--- config.mk ---
export PLATFORM = sky130hd
export DESIGN_NAME = ccm_coe_loader
export DESIGN_NICKNAME = d
export VERILOG_FILES = /design/src/rtl/ccm_coe_loader.sv
export SDC_FILE = /design/constraint.sdc
export NUM_CORES = 1
export LEC_CHECK = 0
export CAP_MARGIN = 20
export CORE_ASPECT_RATIO = 0.9
export CORE_MARGIN = 4
export CORE_UTILIZATION = 40
export CTS_BUF_LIST = sky130_fd_sc_hd__clkbuf_8
export CTS_CLUSTER_SIZE = 25
export DETAILED_ROUTE_END_ITERATION = 12
export PLACE_DENSITY = 0.67
export SYNTH_ARGS = -nofsm -noshare
export SYNTH_HDL_FRONTEND = slang
export SYNTH_SLANG_ARGS = --single-unit
export TNS_END_PERCENT = 10
--- constraint.sdc ---
create_clock -name clk -period 2.9 [get_ports clk]
set_clock_uncertainty 0.1 [all_clocks]
set_input_delay 0.58 -clock clk [delete_from_list [all_inputs] [get_ports clk]]
set_output_delay 0.58 -clock clk [all_outputs]
set_load 0.01 [all_outputs]
--- src/rtl/ccm_coe_loader.sv ---
// Double-buffered 3x3 colour-correction coefficient bank; shadow copied to active on a vs rising edge.
// Optional shadow readback port is enabled by defining CCM_COE_RDBACK_EN.
module ccm_coe_loader #(
  parameter int unsigned COE_WIDTH          = 16,
  parameter int unsigned COE_FRACTION_WIDTH = 10,
  parameter int unsigned COE_COUNT          = 9
) (
  input  logic                           clk,
  input  logic                           rst,
  input  logic                           wr_en_i,
  input  logic [3:0]                     wr_addr_i,
  input  logic [COE_WIDTH-1:0]           wr_data_i,
  input  logic                           commit_i,
  input  logic                           err_clr_i,
  input  logic                           vs_i,
  output logic [COE_WIDTH*COE_COUNT-1:0] coe_o,
  output logic                           pending_o,
  output logic                           upd_o,
  output logic [7:0]                     upd_cnt_o,
  output logic                           err_o
`ifdef CCM_COE_RDBACK_EN
  ,
  input  logic [3:0]                     rd_addr_i,
  output logic [COE_WIDTH-1:0]           rd_data_o
`endif
);

  localparam logic [COE_WIDTH-1:0] COE_ONE = COE_WIDTH'(1) << COE_FRACTION_WIDTH;

  typedef enum logic {IDLE, ARMED} state_t;

  state_t               state, state_nxt;
  logic [COE_WIDTH-1:0] shadow [COE_COUNT];
  logic                 vs_q;
  logic                 vs_edge;
  logic                 wr_ok;
  logic                 set_err;
  logic                 apply;

  always_ff @(posedge clk) begin
    if (rst) state <= IDLE;
    else     state <= state_nxt;
  end

  // A commit seen in IDLE only arms, even if a vs edge coincides with it.
  always_comb begin
    state_nxt = state;
    vs_edge   = vs_i & ~vs_q;
    wr_ok     = 1'b0;
    set_err   = 1'b0;
    apply     = 1'b0;
    case (state)
      IDLE: begin
        if (wr_en_i) begin
          if (int'(wr_addr_i) < int'(COE_COUNT)) wr_ok = 1'b1;
          else                                   set_err = 1'b1;
        end
        if (commit_i) state_nxt = ARMED;
      end
      ARMED: begin
        if (wr_en_i) set_err = 1'b1;
        if (vs_edge) begin
          apply     = 1'b1;
          state_nxt = IDLE;
        end
      end
      default: state_nxt = IDLE;
    endcase
  end

  always_ff @(posedge clk) begin
    if (rst) begin
      vs_q      <= 1'b0;
      pending_o <= 1'b0;
      upd_o     <= 1'b0;
      upd_cnt_o <= '0;
      err_o     <= 1'b0;
      for (int unsigned k = 0; k < COE_COUNT; k++) begin
        shadow[k]                         <= (k / 3 == k % 3) ? COE_ONE : '0;
        coe_o[k*COE_WIDTH +: COE_WIDTH]   <= (k / 3 == k % 3) ? COE_ONE : '0;
      end
    end else begin
      vs_q      <= vs_i;
      pending_o <= (state_nxt == ARMED);
      upd_o     <= apply;
      if (wr_ok) shadow[wr_addr_i] <= wr_data_i;
      if (apply) begin
        upd_cnt_o <= upd_cnt_o + 8'd1;
        for (int unsigned k = 0; k < COE_COUNT; k++)
          coe_o[k*COE_WIDTH +: COE_WIDTH] <= shadow[k];
      end
      if (set_err)        err_o <= 1'b1;
      else if (err_clr_i) err_o <= 1'b0;
    end
  end

`ifdef CCM_COE_RDBACK_EN
  always_ff @(posedge clk) begin
    if (rst) rd_data_o <= '0;
    else if (int'(rd_addr_i) < int'(COE_COUNT)) rd_data_o <= shadow[rd_addr_i];
    else rd_data_o <= '0;
  end
`endif

endmodule

==> flow_summary.ini, run 1 <==
[final_layout]
fill_cells = 2410
nets = 1230
final_layout_size_suffix_gt1_share_pct = 8.461
syn_to_final_growth_pct = 29.88
regArea_um2 = 7447
multi_input_area_um2 = 3192

[clocking]
hold_buffers = 0
cts.reportedPaths.clkPinSlew_ns = 0.06
cts_max_level = 2
cts_resized = 0
postCtsSetupBuffers = 0
clkLatencyLatePin_ns = 0.55
cts_tree = yes
clkSinkCount = 300
cts_buffers = 48
cts_root_buffer = clkbuf_8
clock_path_buffers = 3

[synthesis]
yosysTopAreaCellShare_pct = 39.57
synthTopCellsByCount = nand2_1 (293), dfxtp_1 (156), a21oi_1 (148), edfxtp_1 (144), and2_1 (141)
synth-simple-area-share_pct = 21.72
synth_area_leaders = edfxtp_1 (40%), dfxtp_1 (29%), nand2_1 (10%)
yosys_most_used_dff = dfxtp_1
yosysMostFrequentCell = nand2_1
avgSynthCellArea_um2 = 10.91
yosysTopAreaCell = edfxtp_1
ys_ff_latch = 300
synthAdderAreaFrac_pct = 0.1145
syn_area_um2 = 10930
synth_cell_types = 35
synth_xor_area_share_pct = 0.1603
seq_area_frac_synth_pct = 68.15
synth_mux_area_share_pct = 0
syn_nets = 1029
synthCells = 1002
synth_edf_count = 144
synth_compound_area_share_pct = 7.179
synth_top_family_by_area = simple AND/OR/NAND/NOR gates
async_reset_ff_share_pct = 0
yosysWarnings = 0

[route]
drtIter0Drc = 528
drt_pre_antenna_iters = 5
drc = 0
routed_wl_um = 27660
wl_per_cell_um = 17.33
route.vias.total = 7739
vias_per_cell = 4.849
ant_nets = 0

[floorplan]
die_y_um = 164.8
ios = 181
core_um2 = 26960
num_rows = 57
start_util_pct = 40.54
die_w_um = 182.2
die_area_um2 = 30030

[power]
finalPower_mw = 8.522
comb_power_share_pct = 6.5
powerDensity_nw_per_um2 = 600.4
p_leak_nw = 5.056
intPower_mw = 6.554
vdd_drop_max_uv = 294.8
swShare_pct = 23.08
power.switching_mw = 1.967
clkPwrFrac_pct = 39.0
seqPwrFrac_pct = 54.5

[global_routing]
grt_pass1_wl_um = 42390
track_usage_pct = 18.18
grt_pass1_vias = 7537
grt_max_degree = 167
grt-ovfl-total = 0
antenna_found_initial = 3

[placement]
place_congestion = 0.7645
port_buffers = 180
dpl.hpwl_um = 17140

[sta]
maxSlewViolCount = 0
worstMarginPinSlew_ns = 0.8416
relSlewSlack_pct = 43.72
rsz0062_at_grt = false
finalHoldViolations = 0
finalSetupTns_ns = 0
fin_crit_ns = 2.363
fmax_ghz = 0.4232
final.period_utilization_pct = 81.48
setup-violations-final = 0

[job]
max-cap-violations = 0

[setup_path]
path_class = register to output pin
endpoint_kind = output pin
slowest_delay_ns = 0.54
cp.required_ns = 2.22
start_kind = register
slowest_stage = clkdlybuf4s50_1
crit_fanout = 7
path_cells = buf_4 -> clkdlybuf4s50_1
arrival_ns = 1.68

[hold_path]
hold_class = register to register

[outcome]
status = complete, no violations
==> per-layer routing <==
layer	share of wire, %	track usage (%)	wire length (µm)
met1	45	25.09	12380
met2	45	28.24	12310
met3	7.4	4.184	2055
met4	3.2	6.651	898
met5	0.047	0	13
==> sequential cells by signal (all words and copies together) (netlist names) <==
signal and cells:
err_o 1, shadow 144, upd_o 1, coe_o 144
vs_q 1, pending_o 1, upd_cnt_o 8
==> placed cells by master (no fill, tap or decap), types with 2 or more instances in the layout <==
cell and n:
clkinv_2 2, clkinv_1 3, buf_12 12, nand2_1 293, nor2_1 5, nand4_1 2, nand2b_1 5, and2_1 141
buf_4 21, nand3b_1 4, edfxtp_1 144, clkbuf_8 56, nor4_4 4, dfxtp_1 156, o21ai_0 4, a21oi_1 148
or4_1 2, or3_1 3, o31ai_1 2, clkinvlp_4 2, clkdlybuf4s50_1 179, or2_1 8, nor3_4 4, inv_1 26
==> kinds of logic (layout without fill, tap and decap cells) <==
group,count (synthesis),count (layout)
compound gates,155,155
xor+xnor,2,2
fa+ha+maj,1,1
buf+inv,64,303
flops,300,300
other cells,0,1
simple gates,480,480
==> critical path, delay by kind of cell, from the launching register on <==
family	cells	cell delay, ns
buffers and inverters	2	0.73
DFF	1	0.41
==> final cells by class <==
class | instances | share of cell area, %
multi-input combinational | 638 | 22.49
clock inverter | 32 | 0.9168
antenna | 1 | 0.01763
sequential | 300 | 52.47
inverter | 2 | 0.05289
timing repair buffer | 213 | 15.51
clock buffer | 56 | 5.430
tap | 354 | 3.121
==> power by group through the flow <==
stage | combinational (mW) | clock [mW] | sequential, mW
after floorplan | 0.208 | 0 | 4.74
after global placement | 0.559 | 0 | 4.73
after detailed placement | 0.564 | 0 | 4.73
after CTS | 0.566 | 3.41 | 4.64
after global routing | 0.605 | 3.62 | 4.65
final | 0.554 | 3.33 | 4.64
==> final timing paths <==
path	depth (start not counted)	slack, ns	start	to
setup reg to reg	5	0.83	pending_o	shadow[0][1]
hold reg to reg	2	0.35	coe_o[21]	coe_o[21]
setup / recovery	2	0.54	pending_o	pending_o
hold / removal	2	0.35	coe_o[21]	coe_o[21]
==> stage by stage <==
| stage | instances | setup WS (ns) | util (%) | hold slack (ns) | instance area [µm²] |
|---|---|---|---|---|---|
| 2_1_floorplan | 1002 | 0.4306 | - | 0.3332 | 10930 |
| 3_3_place_gp | 1507 | 0.1871 | 49.30 | 0.3429 | 13290 |
| 3_5_place_dp | 1507 | 0.1660 | 49.30 | 0.3461 | 13290 |
| 4_1_cts | 1595 | 0.4587 | 52.64 | 0.3536 | 14190 |
| 5_1_grt | 1595 | 0.4590 | 52.64 | 0.3676 | 14190 |
| 6_report | 1596 | 0.5371 | 52.65 | 0.3501 | 14190 |
No activity file was read; power rests on OpenSTA's default activity.
==> run 2: changes to the inputs <==
Settings changed: PLACE_DENSITY 0.67 to 0.69.
Clock period 2.9 ns to 2.1 ns, I/O delays scaled along.
==> run 2 against run 1 <==
Via count increased by 1.7%. Die area is the same. Non-clock buffer count up 25. Worst setup slack lost 0.50 ns. Utilization up 0.79 points. Hold slack worse by 0.00074 ns. Register-to-register slack got worse by 0.74 ns. Power up 41%. Highest routed layer is now met4. Sequential cell count unchanged. Combinational power is 45% higher. Final area up 1.5%. First-iteration DRC count is 2.7% lower. Largest cell class unchanged.
==> flow_summary.ini, run 2 (synthesis results as in run 1) <==
[outcome]
status = complete, no violations

[global_routing]
grt_max_degree = 90
grt_pass1_wl_um = 43120
track_usage_pct = 18.36
grt-ovfl-total = 0
antenna_found_initial = 3
grt_pass1_vias = 7779

[sta]
finalHoldViolations = 0
fmax_ghz = 0.4858
fin_crit_ns = 2.058
relSlewSlack_pct = 56.51
final.period_utilization_pct = 98.02
maxSlewViolCount = 0
finalSetupTns_ns = 0
worstMarginPinSlew_ns = 0.6503
setup-violations-final = 0
whs_ns = 0.3493
rsz0062_at_grt = false

[setup_path]
endpoint_kind = register
crit_fanout = 16
start_kind = input port
path_cells = clkdlybuf4s50_1 -> or4b_1 -> buf_4 -> nor4_4 -> or2_4
slowest_stage = clkdlybuf4s50_1
slowest_delay_ns = 0.54
r2r-start = pending_o
path_class = input port to register
r2r-end = shadow[0][9]
ff2ff_setup_slack_ns = 0.09
cp.required_ns = 2.24
reg2reg_depth = 4
arrival_ns = 2.20

[route]
drc = 0
wl_per_cell_um = 17.40
route.vias.total = 7873
drtIter0Drc = 514
ant_nets = 0
drt_pre_antenna_iters = 5
vias_per_cell = 4.851
routed_wl_um = 28250

[clocking]
clkSinkCount = 300
cts_buffers = 48
cts.reportedPaths.clkPinSlew_ns = 0.06
cts_tree = yes
cts_root_buffer = clkbuf_8
hold_buffers = 0
clkLatencyLatePin_ns = 0.56
clock_path_buffers = 3
cts_max_level = 2

[final_layout]
design_area_um2 = 14410
nets = 1255
top_regs = coe_o x144, shadow x144, upd_cnt_o x8
layout.cells.non_filler = 1623
fill_cells = 2332
layout_common_cells = nand2_1 (293), clkdlybuf4s50_1 (176), dfxtp_1 (153), a21oi_1 (148), edfxtp_1 (144)
final_common_cell = nand2_1
syn_to_final_growth_pct = 31.84
final_layout_size_suffix_gt1_share_pct = 10.89

[hold_path]
hold_class = input port to register
hp-start = commit_i
holdPathStages = 3
hold_end = pending_o

[power]
swShare_pct = 23.08
p_leak_nw = 5.202
seqPwrFrac_pct = 53.3
power.switching_mw = 2.774
clkPwrFrac_pct = 40.0
vdd_drop_max_uv = 409.0
intPower_mw = 9.243
powerDensity_nw_per_um2 = 834.1
comb_power_share_pct = 6.7
finalPower_mw = 12.02

[floorplan]
core_um2 = 26960
die_y_um = 164.8
ios = 181
die_w_um = 182.2
start_util_pct = 40.54
num_rows = 57
die_area_um2 = 30030

[placement]
place_congestion = 0.8028
dpl.hpwl_um = 17930
post_dp_cell_area_um2 = 13460
port_buffers = 180
dp.cells = 1532

[job]
max-cap-violations = 0
## run 2: routing by layer
layer | GRT usage [%] | wire, µm | vias to the layer above
li1 | - | - | 3804
met1 | 25.38 | 12610 | 3729
met2 | 29.31 | 12900 | 296
met3 | 4.096 | 2114 | 44
met4 | 5.252 | 621 | 0
met5 | 0 | 0 | -
## run 2: how the worst max path moves through the flow
stage                             from            to  slack (ns)  cells past startpoint
after detailed placement       wr_en_i  shadow[0][2]       -0.51                      5
after CTS                 upd_cnt_o[0]  upd_cnt_o[0]       0.003                      1
after global placement         wr_en_i  shadow[0][1]       -0.46                      5
final                          wr_en_i  shadow[0][9]        0.04                      5
after global routing         pending_o  shadow[0][4]       0.005                      4
after floorplan           wr_addr_i[3]  shadow[4][0]       -0.21                      4
## run 2: metrics by stage
| step | setup WS [ns] | util, % |
|---|---|---|
| 2_1_floorplan | -0.2094 | - |
| 3_3_place_gp | -0.4556 | 49.91 |
| 3_5_place_dp | -0.5100 | 49.91 |
| 4_1_cts | 0.003234 | 53.41 |
| 5_1_grt | 0.005410 | 53.43 |
| 6_report | 0.04163 | 53.44 |
## run 2: critical path: cells and delay by family
kind,cells,cell delay (ns)
simple gates,3,1.01
buf+inv,2,0.75
## run 2: cell type report
| type | instances | area, µm² | share of cell area [%] |
|---|---|---|---|
| flip-flops and latches | 300 | 7451 | 51.72 |
| multi-input cells | 638 | 3194 | 22.17 |
| clock inverters | 32 | 158.9 | 1.103 |
| repair buffers | 238 | 2364 | 16.40 |
| clock buffers | 57 | 784.5 | 5.445 |
| well taps | 354 | 442.9 | 3.074 |
| inverters | 2 | 7.507 | 0.05211 |
| diodes | 2 | 5.005 | 0.03474 |
## run 2: what timing repair did
action / 4_1_cts / 5_1_grt
endpoints found under the setup margin: 4 / 2
setup buffers: 0 / 0
gates resized for setup: 4 / 2
## run 2: power by group through the flow
| stage | Sequential (mW) | Combinational [mW] | Clock [mW] |
|---|---|---|---|
| after floorplan | 6.55 | 0.288 | 0 |
| after global placement | 6.53 | 0.798 | 0 |
| after detailed placement | 6.53 | 0.813 | 0 |
| after CTS | 6.41 | 0.813 | 4.94 |
| after global routing | 6.43 | 0.866 | 5.22 |
| final | 6.41 | 0.803 | 4.80 |
==> edit 1: new RTL, flow settings as in run 2 <==
The parameter `COE_WIDTH` goes from 16 to 14.
--- a/src/rtl/ccm_coe_loader.sv
+++ b/src/rtl/ccm_coe_loader.sv
@@ -1,7 +1,7 @@
 // Double-buffered 3x3 colour-correction coefficient bank; shadow copied to active on a vs rising edge.
 // Optional shadow readback port is enabled by defining CCM_COE_RDBACK_EN.
 module ccm_coe_loader #(
-  parameter int unsigned COE_WIDTH          = 16,
+  parameter int unsigned COE_WIDTH          = 14,
   parameter int unsigned COE_FRACTION_WIDTH = 10,
   parameter int unsigned COE_COUNT          = 9
 ) (
Interface: changed (resized coe_o and wr_data_i); port bits go from 181 to 161. The function was not compared with the original's and may differ.
==> edit 1 against run 2 <==
Sequential cell count is 36 lower; count of clock-buffer cells in the layout is 4 lower; via count is 9.9% lower; non-clock buffer count is 36 lower; routed wire length is 14% lower; design area is 14% lower; setup slack better by 0.057 ns; total power is 12% lower; area after synthesis is 13% lower; largest power group unchanged.
==> edit 1: results (changes against run 2) <==
[global_routing]
grt_usage_pct=18.10  ; was 18.36%
grt_max_degree=82  ; was 90
antenna_found_initial=1  ; was 3
grt_pass1_wl_um=37770  ; was 43120 µm
first_global_vias=7022  ; was 7779

[power_and_ir_drop]
power_switching_mw=2.429  ; was 2.774 mW
p_clk_mw=4.22  ; was 4.80 mW
ir_drop_mv=0.4047  ; was 0.4090 mV
leakage_nw=4.316  ; was 5.202 nW
internal_power_mw=8.138  ; was 9.243 mW
sequentialPowerShare_pct=53.4  ; was 53.3%

[logic_synthesis]
synth-seq-cells=264  ; was 300
synth_fp_nets=945  ; was 1029
synth_edf_count=126  ; was 144
synth.yosys.seq_area_share_pct=69.11  ; was 68.15%
synthTopCellsByCount=nand2_1 (287), dfxtp_1 (138), a21oi_1 (130), edfxtp_1 (126), nor2_1 (103)  ; was nand2_1 (293), dfxtp_1 (156), a21oi_1 (148), edfxtp_1 (144), and2_1 (141)
async_flop_share_pct=0  ; unchanged
yosys-top-cells-area=edfxtp_1 (40%), dfxtp_1 (29%), nand2_1 (11%), a21oi_1 (6.9%), nor2_1 (4.1%)  ; was edfxtp_1 (40%), dfxtp_1 (29%), nand2_1 (10%), and2_1 (8.1%), a21oi_1 (6.8%)
syn_inst=920  ; was 1002
ys_types=37  ; was 35

[critical_path]
r2r_slack_ns=0.26  ; was 0.09 ns
cpLargestDelayFamily=buffers and inverters  ; was simple AND/OR/NAND/NOR gates
crit_end=upd_cnt_o[1]  ; was shadow[0][9]
slowest_delay_ns=0.57  ; was 0.54 ns
r2r_end=shadow[6][11]  ; was shadow[0][9]
worstReg2RegStart=pending_o  ; unchanged
path_max_fanout=4  ; was 16
cp-startpoint=upd_cnt_o[1]  ; was wr_en_i

[placed_design]
place_area_mm2=0.01161  ; was 0.01346 mm²
portBuffers=160  ; was 180
place_congestion=0.8642  ; was 0.8028
place_ws_ns=-0.3386  ; was -0.5100 ns
hpwl_um=17160  ; was 17930 µm

[min_path]
worstHoldStart=rst  ; was commit_i
hold_path_end=err_o  ; was pending_o
hold_path_depth=4  ; was 3

[sta]
relSlewSlack_pct=44.82  ; was 56.51%
fin_crit_ns=2.001  ; was 2.058 ns
fin_worst_hold_slack_ns=0.3049  ; was 0.3493 ns

[drt]
routed_via_density=4.914  ; was 4.851
routedWlPerCell_um=16.83  ; was 17.40 µm
dr.first_iter.drc_count=572  ; was 514

[cts]
clk_latency_ns=0.53  ; was 0.56 ns
cts_buffers=43  ; was 48
ctsResizeCount=3  ; was 4

[finish]
num-nets-final=1133  ; was 1255
num_antenna_cells=0  ; was 2
reg_top3=coe_o (126), shadow (126), upd_cnt_o (8)  ; was coe_o (144), shadow (144), upd_cnt_o (8)
drive_above_1_share_pct=10.07  ; was 10.89%
fin_cells=1444  ; was 1623

[outcome]
status=finished, final reports clean  ; unchanged

[edit 1: cell families after synthesis]
group / count (synthesis) / synth area share (%)
AO/OA/AOI/OAI: 147 / 8.229
XOR/XNOR: 2 / 0.1849
adder cells (fa/ha/maj): 1 / 0.1321
buffers and inverters: 59 / 2.708
flip-flops: 264 / 69.11
AND/OR/NAND/NOR: 447 / 19.64
[edit 1: metal layers]
metal / wire length, µm / global-route usage (%) / part of all wire (%) / up-vias
met3: 1888 / 4.319 / 7.8 / 45
li1: - / - / - / 3437
met5: 13 / 0 / 0.053 / -
met2: 11140 / 28.01 / 46 / 261
met1: 10760 / 25.31 / 44 / 3351
met4: 498 / 5.665 / 2.0 / 2
[edit 1: area by class of cell]
| class | instances | area, µm² |
|---|---|---|
| Sequential cell | 264 | 6553 |
| Multi-Input combinational cell | 597 | 2689 |
| Clock inverter | 26 | 111.4 |
| Timing Repair Buffer | 202 | 2001 |
| Clock buffer | 53 | 729.5 |
| Tap cell | 302 | 377.9 |
| Fill cell | 2074 | 10880 |
==> edit 2: new RTL, settings of run 2 <==
Without the edit above. Register the inputs `wr_en_i`, `wr_addr_i`, `wr_data_i`, `commit_i`, `err_clr_i` and `vs_i` before use. The logic sees them one clock later.
--- a/src/rtl/ccm_coe_loader.sv
+++ b/src/rtl/ccm_coe_loader.sv
@@ -29,6 +29,22 @@
 
   typedef enum logic {IDLE, ARMED} state_t;
 
+  logic wr_en_q;
+  logic [3:0] wr_addr_q;
+  logic [COE_WIDTH-1:0] wr_data_q;
+  logic commit_q;
+  logic err_clr_q;
+  logic vs_r;
+
+  always_ff @(posedge clk) begin
+    wr_en_q   <= wr_en_i;
+    wr_addr_q <= wr_addr_i;
+    wr_data_q <= wr_data_i;
+    commit_q  <= commit_i;
+    err_clr_q <= err_clr_i;
+    vs_r      <= vs_i;
+  end
+
   state_t               state, state_nxt;
   logic [COE_WIDTH-1:0] shadow [COE_COUNT];
   logic                 vs_q;
@@ -45,20 +61,20 @@
   // A commit seen in IDLE only arms, even if a vs edge coincides with it.
   always_comb begin
     state_nxt = state;
-    vs_edge   = vs_i & ~vs_q;
+    vs_edge   = vs_r & ~vs_q;
     wr_ok     = 1'b0;
     set_err   = 1'b0;
     apply     = 1'b0;
     case (state)
       IDLE: begin
-        if (wr_en_i) begin
-          if (int'(wr_addr_i) < int'(COE_COUNT)) wr_ok = 1'b1;
+        if (wr_en_q) begin
+          if (int'(wr_addr_q) < int'(COE_COUNT)) wr_ok = 1'b1;
           else                                   set_err = 1'b1;
         end
-        if (commit_i) state_nxt = ARMED;
+        if (commit_q) state_nxt = ARMED;
       end
       ARMED: begin
-        if (wr_en_i) set_err = 1'b1;
+        if (wr_en_q) set_err = 1'b1;
         if (vs_edge) begin
           apply     = 1'b1;
           state_nxt = IDLE;
@@ -80,17 +96,17 @@
         coe_o[k*COE_WIDTH +: COE_WIDTH]   <= (k / 3 == k % 3) ? COE_ONE : '0;
       end
     end else begin
-      vs_q      <= vs_i;
+      vs_q      <= vs_r;
       pending_o <= (state_nxt == ARMED);
       upd_o     <= apply;
-      if (wr_ok) shadow[wr_addr_i] <= wr_data_i;
+      if (wr_ok) shadow[wr_addr_q] <= wr_data_q;
       if (apply) begin
         upd_cnt_o <= upd_cnt_o + 8'd1;
         for (int unsigned k = 0; k < COE_COUNT; k++)
           coe_o[k*COE_WIDTH +: COE_WIDTH] <= shadow[k];
       end
       if (set_err)        err_o <= 1'b1;
-      else if (err_clr_i) err_o <= 1'b0;
+      else if (err_clr_q) err_o <= 1'b0;
     end
   end
 
Behaviour: not the same (a bounded check fails within 4 cycles, from zero or initial values and one cycle with rst high).
==> edit 2 against run 2 <==
Combinational power fell by 14%; core utilization decreased by 0.89 points; critical endpoint is now coe_o[89]; critical path type is now flip-flop to output port; sequential cell count grew 24; routed wire length is 0.39% higher; maximum frequency up 2.0%; design area rose by 2.2%; area after synthesis is 4.4% higher; first-iteration DRC count up 8.6%; setup slack improved by 0.041 ns; final cell count increased by 0.80%; highest routed layer is now met5; total power grew 3.8%.
==> edit 2: results (changes against run 2) <==
[outcome]
status=finished, final reports clean  ; unchanged

[sta]
relSlewSlack_pct=50.59  ; was 56.51%

[critical_path]
path_max_fanout=2  ; was 16
cpLargestDelayFamily=buffers and inverters  ; was simple AND/OR/NAND/NOR gates
slowest_delay_ns=0.57  ; was 0.54 ns
arrival_ns=1.50  ; was 2.20 ns

[drt]
wl_met3_um=1951  ; was 2114 µm
dr_wl_met2_um=13200  ; was 12900 µm
routed_wl_um=28350  ; was 28250 µm
maxUsedRoutingLayer=met5  ; was met4
met1Wirelength_um=12690  ; was 12610 µm
vias=7867  ; was 7873
routedWlPerCell_um=17.33  ; was 17.40 µm
dr.first_iter.drc_count=558  ; was 514
drt_pass1_iterations=4  ; was 5

[global_routing]
overflow=0  ; unchanged
grt_max_degree=128  ; was 90
grt_pass1_wl_um=43300  ; was 43120 µm
grt_usage_pct=17.75  ; was 18.36%

[logic_synthesis]
synth_compound_area_share_pct=6.877  ; was 7.179%
yosys-top-cells-area=edfxtp_1 (38%), dfxtp_1 (32%), nand2_1 (9.6%), and2_1 (7.7%), a21oi_1 (6.5%)  ; was edfxtp_1 (40%), dfxtp_1 (29%), nand2_1 (10%), and2_1 (8.1%), a21oi_1 (6.8%)
synth_xor_xnor_area_share_pct=0.1535  ; was 0.1603%
synth.yosys.seq_area_share_pct=69.49  ; was 68.15%
synth_fp_nets=1053  ; was 1029
synth.avg_cell_area_um2=11.12  ; was 10.91 µm²
synth_fa_ha_area_share_pct=0.1097  ; was 0.1145%

[cts]
htreeDepth=2  ; unchanged
cts_buffers=50  ; was 48

[placed_design]
place_congestion=0.7811  ; was 0.8028
dp_cells=1542  ; was 1532

[finish]
reg_top3=coe_o (144), shadow (144), wr_data_q (16)  ; was coe_o (144), shadow (144), upd_cnt_o (8)
drive_above_1_share_pct=9.020  ; was 10.89%
num-nets-final=1261  ; was 1255

[power_and_ir_drop]
power_switching_mw=2.891  ; was 2.774 mW
leakage_nw=5.336  ; was 5.202 nW
combPwrFrac_pct=5.5  ; was 6.7%

[min_path]
holdCritPathClass=input port to flip-flop  ; unchanged

==> edit 2: layout make-up <==
class,instances,area (µm²)
diodes,1,2.502
clock buffers,57,784.5
clock inverters,36,137.6
fillers,2465,13290
inverters,2,7.507
multi-input cells,638,3197
flip-flops and latches,324,7933
well taps,360,450.4
repair buffers,218,2210
==> edit 2: tightest hold or removal path: cells and delay by family <==
kind	cells	cell delay, ns
buf+inv	2	0.30
compound gates	1	0.06
==> edit 2: through the flow <==
stage                     TNS [ns]  cell area (µm²)  utilization, %  power [mW]  worst slack (ns)
after floorplan             -17.14            11410               -       7.359           -0.1822
after global placement      -1.513            13790           49.23       7.805          -0.03755
after detailed placement    -7.240            13790           49.23       7.820          -0.07959
after CTS                        0            14710           52.51       12.61          0.002962
after global routing             0            14720           52.55       12.99           0.01968
final                            0            14720           52.55       12.48           0.08267
==> edit 2: cells by family (layout without fill, tap and decap cells) <==
group           Yosys count  after routing
compound gates          155            155
xor+xnor                  2              2
fa+ha+maj                 1              1
buf+inv                  64            313
flops                   324            324
other cells               0              1
simple gates            480            480
==> edit 2: path summary, 6_finish.rpt <==
check / from / end / slack [ns] / cells after the start
setup / recovery: coe_o[89] / coe_o[89] / 0.08 / 1
hold / removal: rst / upd_cnt_o[3] / 0.19 / 3
setup reg to reg: wr_addr_q[3] / shadow[1][5] / 0.12 / 5
hold reg to reg: coe_o[53] / coe_o[53] / 0.35 / 2
==> edit 2: metal layers <==
layer / track usage, % / vias up
li1: - / 3841
met1: 24.85 / 3743
met5: 0 / -
met3: 3.932 / 38
met4: 4.720 / 2
met2: 28.07 / 243
==> edit 2: timing repair <==
action,CTS,global route
hold buffers,0,0
setup endpoints to repair,3,9
gates resized for setup,3,5
